===== src/rtl/tod_counter.sv =====
// Time-of-day counter: BCD hh:mm:ss with prescaler, validated set handshake, and 12h/24h decode.
// Optional alarm compare is built only when TOD_ALARM_EN is defined.
module tod_counter #(
    parameter int DIV_CNT   = 1,
    parameter int INIT_HOUR = 0,
    parameter int INIT_MIN  = 0,
    parameter int INIT_SEC  = 0
) (
    input  logic       clk,
    input  logic       rst_n,
    input  logic       run,
    input  logic       mode_24h,
    input  logic       set_req,
    input  logic [4:0] set_hour,
    input  logic [5:0] set_min,
    input  logic [5:0] set_sec,
    output logic       set_ack,
    output logic       set_err,
    output logic [3:0] sec0,
    output logic [3:0] sec1,
    output logic [3:0] min0,
    output logic [3:0] min1,
    output logic [3:0] hour0,
    output logic [3:0] hour1,
    output logic       pm,
    output logic       day_wrap,
    input  logic       alarm_we,
    input  logic [4:0] alarm_hour,
    input  logic [5:0] alarm_min,
    input  logic       alarm_arm,
    output logic       alarm_hit
);

    localparam int              PW     = (DIV_CNT > 1) ? $clog2(DIV_CNT) : 1;
    localparam logic [PW-1:0]   P_LAST = PW'(DIV_CNT - 1);
    localparam logic [3:0]      INIT_H1 = 4'(INIT_HOUR / 10);
    localparam logic [3:0]      INIT_H0 = 4'(INIT_HOUR % 10);
    localparam logic [3:0]      INIT_M1 = 4'(INIT_MIN / 10);
    localparam logic [3:0]      INIT_M0 = 4'(INIT_MIN % 10);
    localparam logic [3:0]      INIT_S1 = 4'(INIT_SEC / 10);
    localparam logic [3:0]      INIT_S0 = 4'(INIT_SEC % 10);
    localparam bit              INIT_OK = (INIT_HOUR >= 0) && (INIT_HOUR <= 23) &&
                                          (INIT_MIN >= 0) && (INIT_MIN <= 59) &&
                                          (INIT_SEC >= 0) && (INIT_SEC <= 59) &&
                                          (DIV_CNT >= 1);

    a_init_range: assert property (@(posedge clk) INIT_OK)
        else $error("tod_counter: INIT time or DIV_CNT out of range");

    function automatic logic [7:0] bin2bcd(input logic [5:0] v);
        logic [3:0] t;
        t = 4'(v / 6'd10);
        return {t, 4'(v - 6'(t) * 6'd10)};
    endfunction

    logic [PW-1:0] r_p;
    logic [3:0]    r_s0, r_s1, r_m0, r_m1, r_h0, r_h1;
    logic          r_set_ack, r_set_err, r_day_wrap;

    logic          w_step, w_step_go, w_set_ok, w_set_go, w_last, w_upd;
    logic [7:0]    w_sh, w_sm, w_ss;
    logic [3:0]    w_inc_s0, w_inc_s1, w_inc_m0, w_inc_m1, w_inc_h0, w_inc_h1;
    logic [3:0]    w_nx_s0, w_nx_s1, w_nx_m0, w_nx_m1, w_nx_h0, w_nx_h1;
    logic [4:0]    w_hour_bin, w_h12;

    assign w_step    = run && (r_p == P_LAST);
    // Any request, valid or not, swallows a coincident step.
    assign w_step_go = w_step && !set_req;
    assign w_set_ok  = (set_hour <= 5'd23) && (set_min <= 6'd59) && (set_sec <= 6'd59);
    assign w_set_go  = set_req && w_set_ok;
    assign w_upd     = w_set_go || w_step_go;
    assign w_sh      = bin2bcd({1'b0, set_hour});
    assign w_sm      = bin2bcd(set_min);
    assign w_ss      = bin2bcd(set_sec);
    assign w_last    = (r_h1 == 4'd2) && (r_h0 == 4'd3) && (r_m1 == 4'd5) &&
                       (r_m0 == 4'd9) && (r_s1 == 4'd5) && (r_s0 == 4'd9);

    always_comb begin
        w_inc_s0 = r_s0; w_inc_s1 = r_s1; w_inc_m0 = r_m0;
        w_inc_m1 = r_m1; w_inc_h0 = r_h0; w_inc_h1 = r_h1;
        if (r_s0 != 4'd9) w_inc_s0 = r_s0 + 4'd1;
        else begin
            w_inc_s0 = 4'd0;
            if (r_s1 != 4'd5) w_inc_s1 = r_s1 + 4'd1;
            else begin
                w_inc_s1 = 4'd0;
                if (r_m0 != 4'd9) w_inc_m0 = r_m0 + 4'd1;
                else begin
                    w_inc_m0 = 4'd0;
                    if (r_m1 != 4'd5) w_inc_m1 = r_m1 + 4'd1;
                    else begin
                        w_inc_m1 = 4'd0;
                        if (r_h1 == 4'd2 && r_h0 == 4'd3) begin
                            w_inc_h1 = 4'd0;
                            w_inc_h0 = 4'd0;
                        end else if (r_h0 == 4'd9) begin
                            w_inc_h0 = 4'd0;
                            w_inc_h1 = r_h1 + 4'd1;
                        end else begin
                            w_inc_h0 = r_h0 + 4'd1;
                        end
                    end
                end
            end
        end
    end

    always_comb begin
        w_nx_s0 = r_s0; w_nx_s1 = r_s1; w_nx_m0 = r_m0;
        w_nx_m1 = r_m1; w_nx_h0 = r_h0; w_nx_h1 = r_h1;
        if (w_set_go) begin
            {w_nx_h1, w_nx_h0} = w_sh;
            {w_nx_m1, w_nx_m0} = w_sm;
            {w_nx_s1, w_nx_s0} = w_ss;
        end else if (w_step_go) begin
            w_nx_s0 = w_inc_s0; w_nx_s1 = w_inc_s1; w_nx_m0 = w_inc_m0;
            w_nx_m1 = w_inc_m1; w_nx_h0 = w_inc_h0; w_nx_h1 = w_inc_h1;
        end
    end

    always_ff @(posedge clk or negedge rst_n) begin
        if (!rst_n) begin
            r_p        <= '0;
            r_s0       <= INIT_S0;
            r_s1       <= INIT_S1;
            r_m0       <= INIT_M0;
            r_m1       <= INIT_M1;
            r_h0       <= INIT_H0;
            r_h1       <= INIT_H1;
            r_set_ack  <= 1'b0;
            r_set_err  <= 1'b0;
            r_day_wrap <= 1'b0;
        end else begin
            r_s0       <= w_nx_s0;
            r_s1       <= w_nx_s1;
            r_m0       <= w_nx_m0;
            r_m1       <= w_nx_m1;
            r_h0       <= w_nx_h0;
            r_h1       <= w_nx_h1;
            r_set_ack  <= w_set_go;
            r_set_err  <= set_req && !w_set_ok;
            r_day_wrap <= w_step_go && w_last;
            // A rejected request freezes the prescaler so the swallowed step is delayed, not lost.
            if (set_req) begin
                if (w_set_ok) r_p <= '0;
            end else if (run) begin
                r_p <= w_step ? '0 : r_p + PW'(1);
            end
        end
    end

    assign w_hour_bin = 5'(r_h1) * 5'd10 + 5'(r_h0);
    assign w_h12      = (w_hour_bin == 5'd0)  ? 5'd12 :
                        (w_hour_bin > 5'd12)  ? w_hour_bin - 5'd12 : w_hour_bin;

    assign sec0     = r_s0;
    assign sec1     = r_s1;
    assign min0     = r_m0;
    assign min1     = r_m1;
    assign hour1    = mode_24h ? r_h1 : ((w_h12 >= 5'd10) ? 4'd1 : 4'd0);
    assign hour0    = mode_24h ? r_h0 : 4'((w_h12 >= 5'd10) ? w_h12 - 5'd10 : w_h12);
    assign pm       = (w_hour_bin >= 5'd12);
    assign set_ack  = r_set_ack;
    assign set_err  = r_set_err;
    assign day_wrap = r_day_wrap;

`ifdef TOD_ALARM_EN
    logic [3:0] r_al_h1, r_al_h0, r_al_m1, r_al_m0;
    logic       r_armed, r_alarm_hit;
    logic       w_al_ok, w_al_match;
    logic [7:0] w_al_h, w_al_m;

    assign w_al_ok    = (alarm_hour <= 5'd23) && (alarm_min <= 6'd59);
    assign w_al_h     = bin2bcd({1'b0, alarm_hour});
    assign w_al_m     = bin2bcd(alarm_min);
    assign w_al_match = (w_nx_h1 == r_al_h1) && (w_nx_h0 == r_al_h0) &&
                        (w_nx_m1 == r_al_m1) && (w_nx_m0 == r_al_m0) &&
                        (w_nx_s1 == 4'd0) && (w_nx_s0 == 4'd0);

    always_ff @(posedge clk or negedge rst_n) begin
        if (!rst_n) begin
            r_al_h1     <= 4'd0;
            r_al_h0     <= 4'd0;
            r_al_m1     <= 4'd0;
            r_al_m0     <= 4'd0;
            r_armed     <= 1'b0;
            r_alarm_hit <= 1'b0;
        end else begin
            r_armed     <= alarm_arm;
            r_alarm_hit <= r_armed && w_upd && w_al_match;
            if (alarm_we && w_al_ok) begin
                {r_al_h1, r_al_h0} <= w_al_h;
                {r_al_m1, r_al_m0} <= w_al_m;
            end
        end
    end

    assign alarm_hit = r_alarm_hit;
`else
    logic w_unused_alarm;
    assign w_unused_alarm = ^{alarm_we, alarm_hour, alarm_min, alarm_arm, w_upd};
    assign alarm_hit      = 1'b0;
`endif

endmodule


===== config.mk =====
export PLATFORM = sky130hd
export DESIGN_NAME = tod_counter
export DESIGN_NICKNAME = d
export VERILOG_FILES = /design/src/rtl/tod_counter.sv
export SDC_FILE = /design/constraint.sdc
export NUM_CORES = 1
export LEC_CHECK = 0
export ABC_AREA = 1
export BUFFER_PORTS_ARGS = -buffer_cell sky130_fd_sc_hd__clkbuf_2
export CELL_PAD_IN_SITES_DETAIL_PLACEMENT = 0
export CELL_PAD_IN_SITES_GLOBAL_PLACEMENT = 1
export CORE_UTILIZATION = 39
export CTS_BUF_LIST = sky130_fd_sc_hd__clkbuf_2
export CTS_CLUSTER_DIAMETER = 50
export DETAILED_ROUTE_END_ITERATION = 16
export MAX_ROUTING_LAYER = met4
export PLACE_DENSITY = 0.85
export RECOVER_POWER = 25
export SYNTH_ARGS = -nofsm -noshare
export SYNTH_HDL_FRONTEND = slang
export SYNTH_SLANG_ARGS = --single-unit
export TNS_END_PERCENT = 30

===== constraint.sdc =====
create_clock -name clk -period 3.6 [get_ports clk]
set_input_delay 0.36 -clock clk [delete_from_list [all_inputs] [get_ports clk]]
set_output_delay 0.36 -clock clk [all_outputs]
set_load 0.01 [all_outputs]

==> results.sh <==
export IMPL_syn_area_sq_mm=0.002499
export IMPL_num_rows=28
export IMPL_setup_viol=0
export IMPL_arrival_ns=3.08
export IMPL_vias=2403
export IMPL_synth_common_cells="nand2_1, inv_1, dfrtp_1"
export IMPL_numPortBuffers=49
export IMPL_synth_net_count=405
export IMPL_synth_area_leaders="dfrtp_1, nand2_1, inv_1"
export IMPL_ctsHtreeMaxLevel=1
export IMPL_clk_pin_slew_ns=0.29
export IMPL_finalHoldViolCount=0
export IMPL_ys_types=42
export IMPL_ys_flop_type="dfrtp_1"
export IMPL_drive_above_1_share_pct=24.01
export IMPL_met1_length_microns=2725
export IMPL_fin_skew_ns=0.01629
export IMPL_maxSlewViolCount=29
export IMPL_period_share_pct=95.48
export IMPL_drt_initial_drc_count=113
export IMPL_antenna_found_initial=0
export IMPL_synth_most_common_cell="nand2_1"
export IMPL_worst_pin_slew_ns=1.626
export IMPL_diodes=0
export IMPL_cts_tree="done"
export IMPL_wl_met3_microns=139
export IMPL_cp_required_ns=3.24
export IMPL_failed_checks="max-capacitance violations, max-slew violations"
export IMPL_outcome="complete, but fails checks"
export IMPL_grt_max_degree=29
export IMPL_grt_pass1_wl_microns=9473
export IMPL_max_freq_mhz=290.9
export IMPL_avgSynthCellArea_sq_um=7.119
export IMPL_clockBufferDepth=2
export IMPL_first_global_vias=2192
export IMPL_viasPerCell=5.017
export IMPL_cts_sinks=28
export IMPL_coreArea_sq_mm=0.006061
export IMPL_wl_met2_microns=2801
export IMPL_synth_seq_cells=28
export IMPL_start_kind="flop"
export IMPL_start_util_pct=41.23
export IMPL_ir_worst_vdd_mv=0.9558
export IMPL_final_nets=459
export IMPL_dieArea_sq_mm=0.006731
export IMPL_synth_edf_count=0
export IMPL_critPathMaxFanout=4
export IMPL_synthCells=351
export IMPL_top_layer="met4"
export IMPL_syn_to_final_growth_pct=17.98
export IMPL_fp_dieH_microns=82.04
export IMPL_yosys_area_top_type="dfrtp_1"
export IMPL_drc_errors=0
export IMPL_dp_hpwl_microns=4444
export IMPL_crit_type="flop to output port"
export IMPL_crit_path_top_delay_cell="dfrtp_2"
export IMPL_rsz0062_at_grt="true"
export IMPL_wl_microns=5687
export IMPL_p_leak_uw=0.001555
export IMPL_seq_area_frac_synth_pct=28.04
export IMPL_fin_ws_ns=0.1628
export IMPL_netlist_area_leader_share_pct=28.04
export IMPL_dr_pass1_iters=4
export IMPL_finalCriticalPeriod_ns=3.437
export IMPL_clkLatencyLatePin_ns=0.37
export IMPL_avgRoutedWirePerCell_microns=11.87
export IMPL_io_pins=64
export IMPL_cts_hold_buffers=0
export IMPL_routabilityCongestion=0.8655
export IMPL_fin_area_sq_mm=0.002948
export IMPL_slew_headroom_pct=-8.373
export IMPL_pre_cts_ws_ns=0.3201
export IMPL_min_path_type="input port to flop"
export IMPL_drt_antenna_violating_nets=0
export IMPL_crit_chain="ha_4 -> fa_2 -> xnor2_2 -> inv_2 -> ha_4 -> inv_2 -> nor3_2 -> buf_4 -> o211ai_1 -> nand3_2 -> a21oi_4 -> nand2_2 -> nand2_2 -> nand2_1 -> o21ai_1 -> buf_2"
export IMPL_postPlaceCellArea_sq_mm=0.002824
export IMPL_grt_usage_pct=18.52
export IMPL_ys_warn_count=0
export IMPL_cts_buffers=3
export IMPL_max_cap_violations=1
export IMPL_root_buffer="clkbuf_2"
export IMPL_slowest_delay_ns=0.52
export IMPL_dieWidth_microns=82.04
export IMPL_power_density_mw_per_mm2=909.8
export IMPL_endpoint_kind="output port"
export IMPL_grt_overflow=0
export IMPL_synthArstFlopShare_pct=100.0
[cell families after synthesis]
logic type / after synthesis / share of synthesized area (%)
xor+xnor: 6 / 2.404
buf+inv: 70 / 11.02
flops: 28 / 28.04
compound gates: 77 / 18.28
fa+ha+maj: 19 / 10.72
other cells: 1 / 0.1501
simple gates: 150 / 29.39
[final timing paths]
| check | from | end | slack (ns) | cells after the start |
|---|---|---|---|---|
| setup / recovery | r_h1[0] | hour0[1] | 0.16 | 16 |
| hold / removal | set_min[0] | min0[0] | 0.16 | 3 |
| setup reg to reg | r_h1[0] | r_h1[3] | 1.69 | 10 |
| hold reg to reg | r_p | r_p | 0.60 | 2 |
| max in group asynchronous | rst_n | r_h1[0] | 2.22 | 1 |
| min in group asynchronous | rst_n | min0[1] | 0.33 | 1 |
[per-layer routing]
metal | vias up | track usage (%)
li1 | 1256 | -
met3 | 2 | 1.333
met1 | 1110 | 24.02
met5 | - | -
met2 | 35 | 31.57
met4 | 0 | 3.860
[metrics by stage]
stage / power (uW) / cells / setup TNS [ns] / hold slack (ns) / util, %
after CTS: 2433 / 478 / 0 / 0.00009270 / 47.50
after detailed placement: 2225 / 472 / 0 / 0.4740 / 46.59
final: 2682 / 479 / 0 / 0.1631 / 48.64
after global placement: 2171 / 472 / 0 / 0.4606 / 46.59
after floorplan: 1770 / 351 / 0 / 0.06441 / -
after global routing: 2971 / 479 / -0.05685 / 0.1556 / 48.64
[flip-flops by register name (all words and copies together), names as in the netlist]
name,count
min0,4
min1,4
r_h0,4
r_h1,4
sec0,4
sec1,4
day_wrap,1
r_p,1
set_ack,1
set_err,1
[area by class of cell]
type	count	area (sq um)
Clock buffer	3	15.01
Clock inverter	1	3.754
Fill cell	644	3113
Inverter	65	246.5
Multi-Input combinational cell	253	1605
Sequential cell	28	701.9
Tap cell	75	93.84
Timing Repair Buffer	54	281.5
[what timing repair did]
item / 4_1_cts / 5_1_grt
pin swaps: 1 / 9
gates resized for setup: 4 / 15
endpoints found under the setup margin: 3 / 3
cloned: 0 / 0
buffers inserted: 2 / 1
[placed cells by master, fill, tap and decap left out, types with 3 or more instances in the layout]
master and n:
xor2_1 4, inv_2 11, dfrtp_1 27, a21oi_1 17, nand4_1 3, nor2_1 17
clkbuf_2 49, nand2_1 80, inv_1 53, fa_1 3, buf_4 5, ha_1 10
o21ai_0 26, nand3_1 23, ha_4 5, nand2_2 5, o211ai_1 7, o21ai_1 10
nor3_1 5, o22ai_1 5, nand3_2 3
[power by group]
group          switching [uW]  leakage, uW  total [uW]  internal (uW)
clock network            99.4    0.0000140         123           24.1
logic                    1180      0.00120        2050            870
registers                 115     0.000339         508            393
total                    1400      0.00155        2680           1290
[worst max-delay path, delay by kind of cell (launching register included)]
family | cells | cell delay [ns]
AND/OR/NAND/NOR | 5 | 0.42
buffers and inverters | 4 | 0.42
adder cells (fa/ha/maj) | 3 | 0.75
flip-flops | 1 | 0.52
XOR/XNOR | 1 | 0.16
AO/OA/AOI/OAI | 3 | 0.44
No activity file was read; power rests on OpenSTA's default activity.
